===== src/rtl/rom_download_ctrl.sv =====
// Download port filter between the SPI data_io stream and the core load port.
// Registers accepted bytes, tracks checksum/length and sequences the core reset.
module rom_download_ctrl #(
    parameter int unsigned ADDR_W       = 16,
    parameter int unsigned ROM_INDEX    = 0,
    parameter int unsigned HOLD_CYCLES  = 16,
    parameter int unsigned EXPECTED_LEN = 0
) (
    input  logic              clk_sys,
    input  logic              reset_n,
    input  logic              ioctl_download,
    input  logic [7:0]        ioctl_index,
    input  logic              ioctl_wr,
    input  logic [24:0]       ioctl_addr,
    input  logic [7:0]        ioctl_dout,
    input  logic              soft_reset,
    output logic [ADDR_W-1:0] dn_addr,
    output logic [7:0]        dn_data,
    output logic              dn_wr,
    output logic              core_reset,
    output logic              rom_loaded,
    output logic              load_error,
    output logic [15:0]       checksum,
    output logic [16:0]       byte_count
);

    localparam logic [7:0]  RomIdx   = 8'(ROM_INDEX);
    localparam logic [7:0]  HoldInit = 8'(HOLD_CYCLES - 1);
    localparam logic [16:0] ExpLen   = 17'(EXPECTED_LEN);
    localparam bit          LenCheck = (EXPECTED_LEN != 0);

    typedef enum logic [2:0] {
        StIdle,
        StLoad,
        StCheck,
        StHold,
        StRun,
        StErr
    } state_e;

    state_e              state_q, state_d;
    logic                dl_q;
    logic [7:0]          hold_q, hold_d;
    logic                ovf_q, ovf_d;
    logic [15:0]         checksum_q, checksum_d, checksum_base;
    logic [16:0]         count_q, count_d, count_base;
    logic                load_error_q, load_error_d;
    logic                rom_loaded_q, rom_loaded_d;
    logic                core_reset_q, core_reset_d;
    logic                dn_wr_q;
    logic [ADDR_W-1:0]   dn_addr_q;
    logic [7:0]          dn_data_q;

    logic is_rom, start_edge, end_edge, rom_start;
    logic in_range, load_window, rom_wr, accept, overflow_wr, check_err;

    always_comb begin
        is_rom      = (ioctl_index == RomIdx);
        start_edge  = ioctl_download & ~dl_q;
        end_edge    = ~ioctl_download & dl_q;
        rom_start   = start_edge & is_rom;
        in_range    = ((ioctl_addr >> ADDR_W) == '0);
        // The start-edge cycle already counts as LOAD so a byte there becomes byte 1.
        load_window = (state_q == StLoad) | rom_start;
        rom_wr      = ioctl_wr & is_rom & load_window;
        accept      = rom_wr & in_range;
        overflow_wr = rom_wr & ~in_range;
    end

    always_comb begin
        checksum_base = rom_start ? 16'h0000 : checksum_q;
        count_base    = rom_start ? 17'h00000 : count_q;
        checksum_d    = checksum_base + (accept ? {8'h00, ioctl_dout} : 16'h0000);
        count_d       = (accept && count_base != 17'h1FFFF) ? count_base + 17'd1 : count_base;
        ovf_d         = (rom_start ? 1'b0 : ovf_q) | overflow_wr;
        // A write on the end-edge cycle has already landed in count_q by CHECK.
        check_err     = ovf_q | (LenCheck && (count_q != ExpLen));
    end

    always_comb begin
        state_d      = state_q;
        hold_d       = hold_q;
        load_error_d = load_error_q;
        rom_loaded_d = rom_loaded_q;
        if (rom_start) begin
            state_d      = StLoad;
            load_error_d = 1'b0;
        end else begin
            unique case (state_q)
                StLoad: begin
                    if (end_edge) begin
                        state_d = StCheck;
                    end
                end
                StCheck: begin
                    if (check_err) begin
                        state_d      = StErr;
                        load_error_d = 1'b1;
                    end else begin
                        state_d = StHold;
                        hold_d  = HoldInit;
                    end
                end
                StHold: begin
                    if (hold_q == 8'd0) begin
                        state_d      = StRun;
                        rom_loaded_d = 1'b1;
                    end else begin
                        hold_d = hold_q - 8'd1;
                    end
                end
                StIdle, StRun, StErr: begin
                end
                default: state_d = StIdle;
            endcase
        end
        core_reset_d = (state_d == StRun) ? soft_reset : 1'b1;
    end

    always_ff @(posedge clk_sys or negedge reset_n) begin
        if (!reset_n) begin
            state_q      <= StIdle;
            dl_q         <= 1'b0;
            hold_q       <= 8'd0;
            ovf_q        <= 1'b0;
            checksum_q   <= 16'h0000;
            count_q      <= 17'h00000;
            load_error_q <= 1'b0;
            rom_loaded_q <= 1'b0;
            core_reset_q <= 1'b1;
            dn_wr_q      <= 1'b0;
            dn_addr_q    <= '0;
            dn_data_q    <= 8'h00;
        end else begin
            state_q      <= state_d;
            dl_q         <= ioctl_download;
            hold_q       <= hold_d;
            ovf_q        <= ovf_d;
            checksum_q   <= checksum_d;
            count_q      <= count_d;
            load_error_q <= load_error_d;
            rom_loaded_q <= rom_loaded_d;
            core_reset_q <= core_reset_d;
            dn_wr_q      <= accept;
            if (accept) begin
                dn_addr_q <= ioctl_addr[ADDR_W-1:0];
                dn_data_q <= ioctl_dout;
            end
        end
    end

    assign dn_addr    = dn_addr_q;
    assign dn_data    = dn_data_q;
    assign dn_wr      = dn_wr_q;
    // Foreign-index downloads hold the core in reset only while they are active.
    assign core_reset = core_reset_q | (ioctl_download & ~is_rom);
    assign rom_loaded = rom_loaded_q;
    assign load_error = load_error_q;
    assign checksum   = checksum_q;
    assign byte_count = count_q;

endmodule


===== config.mk =====
export PLATFORM = sky130hd
export DESIGN_NAME = rom_download_ctrl
export DESIGN_NICKNAME = d
export VERILOG_FILES = /design/src/rtl/rom_download_ctrl.sv
export SDC_FILE = /design/constraint.sdc
export NUM_CORES = 1
export LEC_CHECK = 0
export ABC_AREA = 1
export BUFFER_PORTS_ARGS = -buffer_cell sky130_fd_sc_hd__buf_2
export CORE_MARGIN = 5
export CORE_UTILIZATION = 23
export DETAILED_ROUTE_END_ITERATION = 12
export HOLD_SLACK_MARGIN = 0.03
export PLACE_DENSITY = 0.45
export SYNTH_ARGS = -nofsm -noshare
export SYNTH_HDL_FRONTEND = slang
export SYNTH_SLANG_ARGS = --single-unit

===== constraint.sdc =====
create_clock -name clk_sys -period 8.4 [get_ports clk_sys]
set_clock_uncertainty 0.05 [all_clocks]
set_input_delay 2.1 -clock clk_sys [delete_from_list [all_inputs] [get_ports clk_sys]]
set_output_delay 2.1 -clock clk_sys [all_outputs]
set_load 0.1 [all_outputs]

==> results of run 1 <==
==> sequential cells by signal (all words and copies together), names as in the netlist, 3 cells and up <==
| name | flops |
|---|---|
| dn_addr | 16 |
| checksum | 16 |
| dn_data | 8 |
| state_q | 3 |
| byte_count | 17 |
| hold_q | 8 |
==> metal layers <==
layer | track usage, % | vias to the layer above | part of all wire (%)
met1 | 14.0 | 1538 | 48
met2 | 16.5 | 83 | 45
met4 | 4.58 | 0 | 2.0
li1 | - | 1737 | -
met3 | 2.93 | 13 | 5.1
met5 | 0 | - | 0
==> where the power goes <==
part           internal, mW  total, mW  switching [mW]
clock network         0.216      0.367           0.151
logic                0.0430      0.148           0.105
registers             0.386      0.405          0.0187
==> cells by family after synthesis <==
family | count (synthesis) | share of synthesized area [%]
flip-flops | 74 | 48.4
AND/OR/NAND/NOR | 265 | 28.6
adder cells (fa/ha/maj) | 13 | 4.45
buffers and inverters | 72 | 7.26
AO/OA/AOI/OAI | 40 | 5.98
XOR/XNOR | 23 | 5.26
==> metrics by stage <==
step	power (mW)	utilization, %
6_report	0.920	29.6
5_1_grt	0.971	29.6
4_1_cts	0.938	29.6
3_5_place_dp	0.561	27.9
3_3_place_gp	0.560	27.9
2_1_floorplan	0.518	-
==> critical path, stage by stage <==
cell,delay (ns)
buf_2,0.09
nor2_1,0.10
nand2_1,0.07
nor2_2,0.14
nand3_1,0.21
nor2_2,0.65
inv_2,0.48
nor2_1,0.32
ha_1,0.18
nand2_1,0.04
o21ai_1,0.25
inv_1,0.07
o21ai_1,0.30
nand2_1,0.09
nand2_1,0.10
nand2_1,0.07
xor2_1,0.14
==> synth_stat cells (all sizes together) <==
master	n	area [sq um]
ha	12	150
a22oi	1	7.51
nor3b	1	7.51
o31ai	2	15.0
nand3	37	190
nand3b	3	22.5
nor3	3	26.3
nand4	3	18.8
or2	1	6.26
dfrtp	73	1830
nor4	1	6.26
xor2	18	158
xnor2	5	43.8
o21ai	20	100
a31o	1	8.76
a21oi	7	35.0
a31oi	2	12.5
clkbuf	4	15.0
o22ai	2	12.5
nor2	65	251
nand2	151	567
fa	1	20.0
o21bai	5	37.5
inv	62	233
dfstp	1	26.3
buf	6	30.0
==> cells in the final DEF (no fill, tap or decap), drive strengths merged <==
cell / n
nor3b: 1
dfrtp: 73
clkbuf: 12
xor2: 18
nand2: 151
nor2: 65
nand3b: 3
nor4: 1
fa: 1
dfstp: 1
clkinvlp: 1
a21oi: 7
xnor2: 5
buf: 107
a22oi: 1
a31o: 1
o31ai: 2
inv: 62
o21bai: 5
nor3: 3
nand3: 37
clkinv: 3
nand4: 3
or2: 1
ha: 12
o21ai: 20
a31oi: 2
o22ai: 2
==> area by class of cell <==
class / count / area [sq um]
clock buffer: 12 / 256
inverter: 62 / 233
clock inverter: 4 / 26.3
timing repair buffer: 107 / 541
sequential: 74 / 1850
multi-input combinational: 341 / 1700
tap: 220 / 275
fill: 1815 / 11600
==> how the worst max path moves through the flow <==
stage	cells after the start	slack (ns)	to
2_1_floorplan	4	2.61	core_reset
3_3_place_gp	17	2.86	checksum[13]$_DFF_PN0_
3_5_place_dp	17	2.72	checksum[13]$_DFF_PN0_
4_1_cts	17	3.06	checksum[13]$_DFF_PN0_
5_1_grt	17	2.68	checksum[13]$_DFF_PN0_
6_report	17	3.14	checksum[13]$_DFF_PN0_
==> flow_summary.yaml, run 1 <==
route:
  routed_via_density: 4.11
  vias: 3371
  wl_per_cell_um: 12.1
  wirelength_um: 9910
  drc: 0
  detail_route.first_pass.iterations: 4
  detail-route-antenna-nets: 0
  dr.first_iter.drc_count: 193
timing:
  fin_crit_sh_pct: 62.6
  fin_ws_ns: 3.14
  fin_setup_tns_ns: 0
  setup_viol: 0
  rsz0062_at_grt: "false"
  max_freq_mhz: 190
  fin_crit_ns: 5.26
  finalHoldViolations: 0
  hold_ws_ns: 0.414
  relSlewSlack_pct: 36.4
  maxSlewViolCount: 0
  tightest_slew_ns: 0.953
floorplan:
  coreArea_sq_mm: 0.0165
  row_count: 47
  die_y_um: 139
  dieWidth_um: 139
  start_util_pct: 23.2
  dieArea_sq_mm: 0.0193
  ioPinCount: 107
clock_tree:
  cts_max_path_buffers: 2
  cts_setup_buffers: 0
  cts_tree: "done"
  cts_resized: 0
  cts-root-buf: "clkbuf_16"
  cts.clk_slew.worst_paths_ns: 0.06
  numClockSinks: 74
  clk-insertion-delay-late_ns: 0.34
  holdBufCountCts: 0
  htree_levels: 3
  cts_buffers: 9
worst_setup_path:
  worstPathRequired_ns: 8.57
  crit_type: "primary input to flip-flop"
  rrSetupSlack_ns: 4.66
  cp-startpoint: "ioctl_index[3]"
  worst_setup_path_end_kind: "flip-flop"
  critPathMaxFanout: 40
  rr_worst_depth: 16
  cp.arrival_ns: 5.43
  r2r_start: "state_q[1]$_DFF_PN0_"
  startpoint_type: "primary input"
  rr_endpoint: "checksum[13]$_DFF_PN0_"
synth:
  synthCells: 487
  syn_avg_cell_area_sq_um: 7.86
  synth_cell_type_count: 31
  ys_seq_area_share_pct: 48.4
  syn_area_sq_mm: 0.00383
  syn_nets: 546
  ys_seq_elements: 74
  yosysWarnings: 0
power:
  p_per_area_mw_per_mm2: 188
  vdd_drop_max_uv: 86.9
  p_leak_nw: 2.58
hold_path:
  hold_start: "dn_addr[3]$_DFFE_PN0N_"
  holdPathStages: 2
  hold_end: "dn_addr[3]$_DFFE_PN0N_"
  hold_class: "flip-flop to flip-flop"
layout:
  design_area_sq_mm: 0.00488
  finalNonFillerCells: 820
  num-nets-final: 654
  drive_gt1_share_pct: 22.7
  area_growth_pct: 27.5
  antenna_cells: 0
global_routing:
  grt.total_usage_pct: 10.7
  grt_pass1_wl_um: 16800
  grt_pass1_vias: 3521
  grt_max_degree: 75
  antenna_found_initial: 0
  grt_remaining_overflow: 0
status:
  status: "finished clean"
place:
  place_worst_setup_slack_ns: 2.72
  dp_hpwl_um: 7420
  place_inst: 804
  placed_area_sq_mm: 0.00460
  gp_congestion: 0.798
  port_buffers: 106
job:
  max-cap-violations: 0
(Power assumes the default switching activity.)
==> run 2: changes to the inputs <==
--- a/config.mk
+++ b/config.mk
@@ -11,7 +11,7 @@
 export CORE_UTILIZATION = 23
 export DETAILED_ROUTE_END_ITERATION = 12
 export HOLD_SLACK_MARGIN = 0.03
-export PLACE_DENSITY = 0.45
+export PLACE_DENSITY = 0.46
 export SYNTH_ARGS = -nofsm -noshare
 export SYNTH_HDL_FRONTEND = slang
 export SYNTH_SLANG_ARGS = --single-unit
==> constraint.sdc (replaced) <==
create_clock -name clk_sys -period 4.8 [get_ports clk_sys]
set_clock_uncertainty 0.05 [all_clocks]
set_input_delay 1.2 -clock clk_sys [delete_from_list [all_inputs] [get_ports clk_sys]]
set_output_delay 1.2 -clock clk_sys [all_outputs]
set_load 0.1 [all_outputs]
==> flow_summary.yaml, run 2 (synthesis gave the netlist of run 1 again) <==
timing:
  fin_setup_tns_ns: 0
  fin_ws_ns: 1.02
  fin_crit_ns: 3.78
  maxSlewViolCount: 0
  relSlewSlack_pct: 33.9
  hold_ws_ns: 0.416
  setup_viol: 0
  fin_crit_sh_pct: 78.8
  rsz0062_at_grt: "false"
  tightest_slew_ns: 0.991
  max_freq_mhz: 265
  finalHoldViolations: 0
layout:
  multi_input_area_sq_mm: 0.00170
  largest_register_ff_count: 17
  drive_gt1_share_pct: 22.7
  final_util_pct: 29.8
  ff_latch_area_sq_mm: 0.00185
  layout_commonest_cell: "nand2_1"
  antenna_cells: 0
  final_cell_mix: "151 x nand2_1, 105 x buf_2, 73 x dfrtp_1"
  num-nets-final: 657
  area_growth_pct: 28.3
  fillCellCount: 1819
  design_area_sq_mm: 0.00491
  finalNonFillerCells: 823
power:
  comb_power_share_pct: 15.8
  switchingPower_uw: 486
  p_per_area_mw_per_mm2: 337
  power_frac_seq_pct: 42.9
  power_mw: 1.65
  p_leak_nw: 2.60
  power.clock.fraction_pct: 41.2
  vdd_drop_max_uv: 178
  switching_share_pct: 29.4
  p_int_mw: 1.17
worst_setup_path:
  endpoint: "checksum[13]$_DFF_PN0_"
  rr_worst_depth: 16
  worstPathRequired_ns: 4.98
  rr_endpoint: "checksum[13]$_DFF_PN0_"
  rrSetupSlack_ns: 1.53
  cp-startpoint: "ioctl_download"
  critPathMaxFanout: 40
  cp.arrival_ns: 3.96
  r2r_start: "state_q[1]$_DFF_PN0_"
  worst_setup_path_end_kind: "flip-flop"
  startpoint_type: "primary input"
  crit_type: "primary input to flip-flop"
route:
  dr_wl_met2_um: 4680
  top_layer: "met4"
  met3WireLength_um: 644
  wirelength_um: 10200
  detail_route.first_pass.iterations: 4
  routed_via_density: 4.14
  drc: 0
  dr.first_iter.drc_count: 155
  wl_met1_um: 4700
  vias: 3408
  wl_per_cell_um: 12.3
  detail-route-antenna-nets: 0
floorplan:
  dieWidth_um: 139
  row_count: 47
  dieArea_sq_mm: 0.0193
  ioPinCount: 107
  start_util_pct: 23.2
  coreArea_sq_mm: 0.0165
  die_y_um: 139
place:
  placed_area_sq_mm: 0.00462
  place_worst_setup_slack_ns: 0.619
  dp_hpwl_um: 7520
  gp_congestion: 0.803
  port_buffers: 106
  place_inst: 807
global_routing:
  grt_remaining_overflow: 0
  antenna_found_initial: 0
  grt.total_usage_pct: 10.8
  grt_max_degree: 75
  grt_pass1_wl_um: 16900
  grt_pass1_vias: 3495
clock_tree:
  cts-root-buf: "clkbuf_16"
  clk-insertion-delay-late_ns: 0.34
  numClockSinks: 74
  cts.clk_slew.worst_paths_ns: 0.06
  htree_levels: 3
  cts_resized: 0
  cts_max_path_buffers: 2
  cts_tree: "done"
  holdBufCountCts: 0
  cts_setup_buffers: 0
  cts_buffers: 9
status:
  status: "finished clean"
job:
  max-cap-violations: 0
hold_path:
  hold_class: "flip-flop to flip-flop"
==> run 2: worst max-delay path, stage by stage <==
cell,delay [ns]
buf_2,0.12
inv_2,0.05
nor2_1,0.04
inv_1,0.05
nand2_1,0.05
nand3_1,0.23
nor2_2,0.08
inv_2,0.47
nor2_1,0.11
ha_1,0.38
nand2_1,0.07
o21ai_1,0.26
inv_1,0.07
o21ai_1,0.34
nand2_1,0.09
nand2_1,0.10
nand2_1,0.07
xor2_1,0.14
==> run 2: cell type report <==
class                   count  share of cell area [%]
flip-flops and latches     74                    37.7
multi-input cells         341                    34.5
clock buffers              13                    5.10
repair buffers            110                    11.5
clock inverters             3                   0.815
inverters                  62                    4.74
well taps                 220                    5.61
==> run 2: how the worst min path moves through the flow <==
stage | startpoint | to | depth (start not counted)
finish | dn_addr[13]$_DFFE_PN0N_ | dn_addr[13]$_DFFE_PN0N_ | 2
detailed placement | dn_addr[13]$_DFFE_PN0N_ | dn_addr[13]$_DFFE_PN0N_ | 2
CTS | dn_addr[13]$_DFFE_PN0N_ | dn_addr[13]$_DFFE_PN0N_ | 2
global placement | dn_addr[2]$_DFFE_PN0N_ | dn_addr[2]$_DFFE_PN0N_ | 2
floorplan | hold_q[2]$_DFFE_PN0P_ | hold_q[2]$_DFFE_PN0P_ | 2
global route | dn_addr[10]$_DFFE_PN0N_ | dn_addr[10]$_DFFE_PN0N_ | 2
==> run 2: power by group through the flow <==
stage	registers, mW	logic (mW)	clock network [mW]
after floorplan	0.776	0.131	0
after global placement	0.720	0.262	0
after detailed placement	0.720	0.266	0
after CTS	0.709	0.267	0.710
after global routing	0.718	0.296	0.731
final	0.710	0.262	0.682
==> run 2: routing by layer <==
| layer | global-route usage [%] | vias up |
|---|---|---|
| met3 | 4.48 | 11 |
| met1 | 13.6 | 1581 |
| met2 | 16.9 | 78 |
| li1 | - | 1738 |
| met4 | 3.35 | 0 |
| met5 | 0 | - |
==> run 3: changes to the inputs <==
==> constraint.sdc (replaced) <==
create_clock -name clk_sys -period 3.2 [get_ports clk_sys]
set_clock_uncertainty 0.05 [all_clocks]
set_input_delay 0.8 -clock clk_sys [delete_from_list [all_inputs] [get_ports clk_sys]]
set_output_delay 0.8 -clock clk_sys [all_outputs]
set_load 0.1 [all_outputs]
==> flow_summary.yaml, run 3 (synthesis gave the netlist of run 1 again) <==
status:
  status: "finished clean"
layout:
  drive_gt1_share_pct: 26.1
  largest_register_ff_count: 17
  final_cell_mix: "151 x nand2_1, 105 x buf_2, 73 x dfrtp_1"
  antenna_cells: 0
  area_growth_pct: 34.0
  num-nets-final: 682
  layout_commonest_cell: "nand2_1"
  final_util_pct: 31.1
clock_tree:
  cts_setup_buffers: 0
  cts_buffers: 9
  cts-root-buf: "clkbuf_16"
  numClockSinks: 74
  cts_tree: "done"
  htree_levels: 3
  clk-insertion-delay-late_ns: 0.34
  cts_resized: 0
  cts_max_path_buffers: 2
  cts.clk_slew.worst_paths_ns: 0.06
  holdBufCountCts: 0
route:
  dr_wl_met2_um: 4880
  wl_per_cell_um: 12.5
  drc: 0
  vias: 3473
  routed_via_density: 4.10
  wirelength_um: 10600
  top_layer: "met4"
  detail_route.first_pass.iterations: 4
  wl_met1_um: 5060
  dr.first_iter.drc_count: 166
  met3WireLength_um: 478
  detail-route-antenna-nets: 0
timing:
  fin_crit_sh_pct: 88.2
  fin_setup_tns_ns: 0
  setup_viol: 0
  maxSlewViolCount: 0
  tightest_slew_ns: 0.547
  finalHoldViolations: 0
  relSlewSlack_pct: 63.5
  max_freq_mhz: 354
  rsz0062_at_grt: "false"
  fin_ws_ns: 0.377
  fin_crit_ns: 2.82
place:
  gp_congestion: 0.798
  dp_hpwl_um: 8210
  place_worst_setup_slack_ns: -0.0275
  port_buffers: 106
worst_setup_path:
  worst_setup_path_end_kind: "flip-flop"
  rr_endpoint: "checksum[14]$_DFF_PN0_"
  startpoint_type: "primary input"
  cp.arrival_ns: 3.03
  r2r_start: "state_q[1]$_DFF_PN0_"
  crit_type: "primary input to flip-flop"
  rrSetupSlack_ns: 0.61
  worstPathRequired_ns: 3.41
  rr_worst_depth: 15
  critPathMaxFanout: 9
floorplan:
  die_y_um: 139
  coreArea_sq_mm: 0.0165
  ioPinCount: 107
  dieArea_sq_mm: 0.0193
  row_count: 47
  start_util_pct: 23.2
  dieWidth_um: 139
power:
  switching_share_pct: 28.9
  switchingPower_uw: 720
  p_int_mw: 1.77
  vdd_drop_max_uv: 236
  p_leak_nw: 2.73
  power_frac_seq_pct: 42.6
  power.clock.fraction_pct: 41.5
  p_per_area_mw_per_mm2: 487
  comb_power_share_pct: 15.9
  power_mw: 2.49
global_routing:
  antenna_found_initial: 0
  grt.total_usage_pct: 11.4
  grt_remaining_overflow: 0
  grt_pass1_wl_um: 17900
  grt_max_degree: 40
  grt_pass1_vias: 3644
hold_path:
  hold_class: "primary input to asynchronous set/reset pin"
job:
  max-cap-violations: 0
==> run 3: cell count changes in the layout (fill, tap and decap cells not counted), sizes merged <==
cell,delta
clkinv,-1
clkbuf,+1
buf,+25
==> run 3: through the flow <==
| step | cell area (sq um) | hold slack [ns] | cells |
|---|---|---|---|
| after floorplan | 3830 | 0.436 | 487 |
| after global placement | 4830 | 0.401 | 832 |
| after detailed placement | 4830 | 0.404 | 832 |
| after CTS | 5130 | 0.409 | 848 |
| after global routing | 5130 | 0.435 | 848 |
| final | 5130 | 0.393 | 848 |
==> run 3: power groups by stage <==
stage / clock [mW] / sequential (mW) / combinational [mW]
finish: 1.03 / 1.06 / 0.398
CTS: 1.08 / 1.06 / 0.405
global placement: 0 / 1.08 / 0.398
global route: 1.11 / 1.07 / 0.449
floorplan: 0 / 1.16 / 0.197
detailed placement: 0 / 1.08 / 0.404
==> run 3: cell type report <==
type	instances	area (sq um)
Fill cell	1798	11300
Sequential cell	74	1850
Multi-Input combinational cell	341	1700
Timing Repair Buffer	135	763
Tap cell	220	275
Clock buffer	14	264
Inverter	62	233
Clock inverter	2	35.0
==> run 3: layer usage <==
layer / global-route usage [%] / up-vias
li1: - / 1794
met1: 14.6 / 1601
met2: 18.2 / 66
met3: 3.17 / 12
met4: 4.48 / 0
met5: 0 / -
==> run 3: how the worst max path moves through the flow <==
| stage | slack [ns] | startpoint | endpoint |
|---|---|---|---|
| finish | 0.38 | ioctl_index[1] | checksum[14]$_DFF_PN0_ |
| floorplan | -0.02 | ioctl_index[3] | checksum[14]$_DFF_PN0_ |
| detailed placement | -0.03 | ioctl_index[1] | checksum[14]$_DFF_PN0_ |
| global placement | -0.02 | ioctl_index[3] | checksum[14]$_DFF_PN0_ |
| global route | 0.09 | ioctl_index[1] | checksum[13]$_DFF_PN0_ |
| CTS | 0.32 | ioctl_index[1] | checksum[14]$_DFF_PN0_ |
==> run 3: worst max-delay path: stages <==
cell     delay (ns)
buf_2          0.10
nor2_1         0.11
nand2_1        0.08
nor2_2         0.10
nand2_1        0.08
buf_4          0.14
inv_2          0.08
buf_12         0.13
nor2_1         0.05
ha_1           0.20
fa_1           0.40
nand3_1        0.10
nand2_1        0.09
a21oi_2        0.23
nor2_1         0.10
nand3_1        0.09
xor2_1         0.14
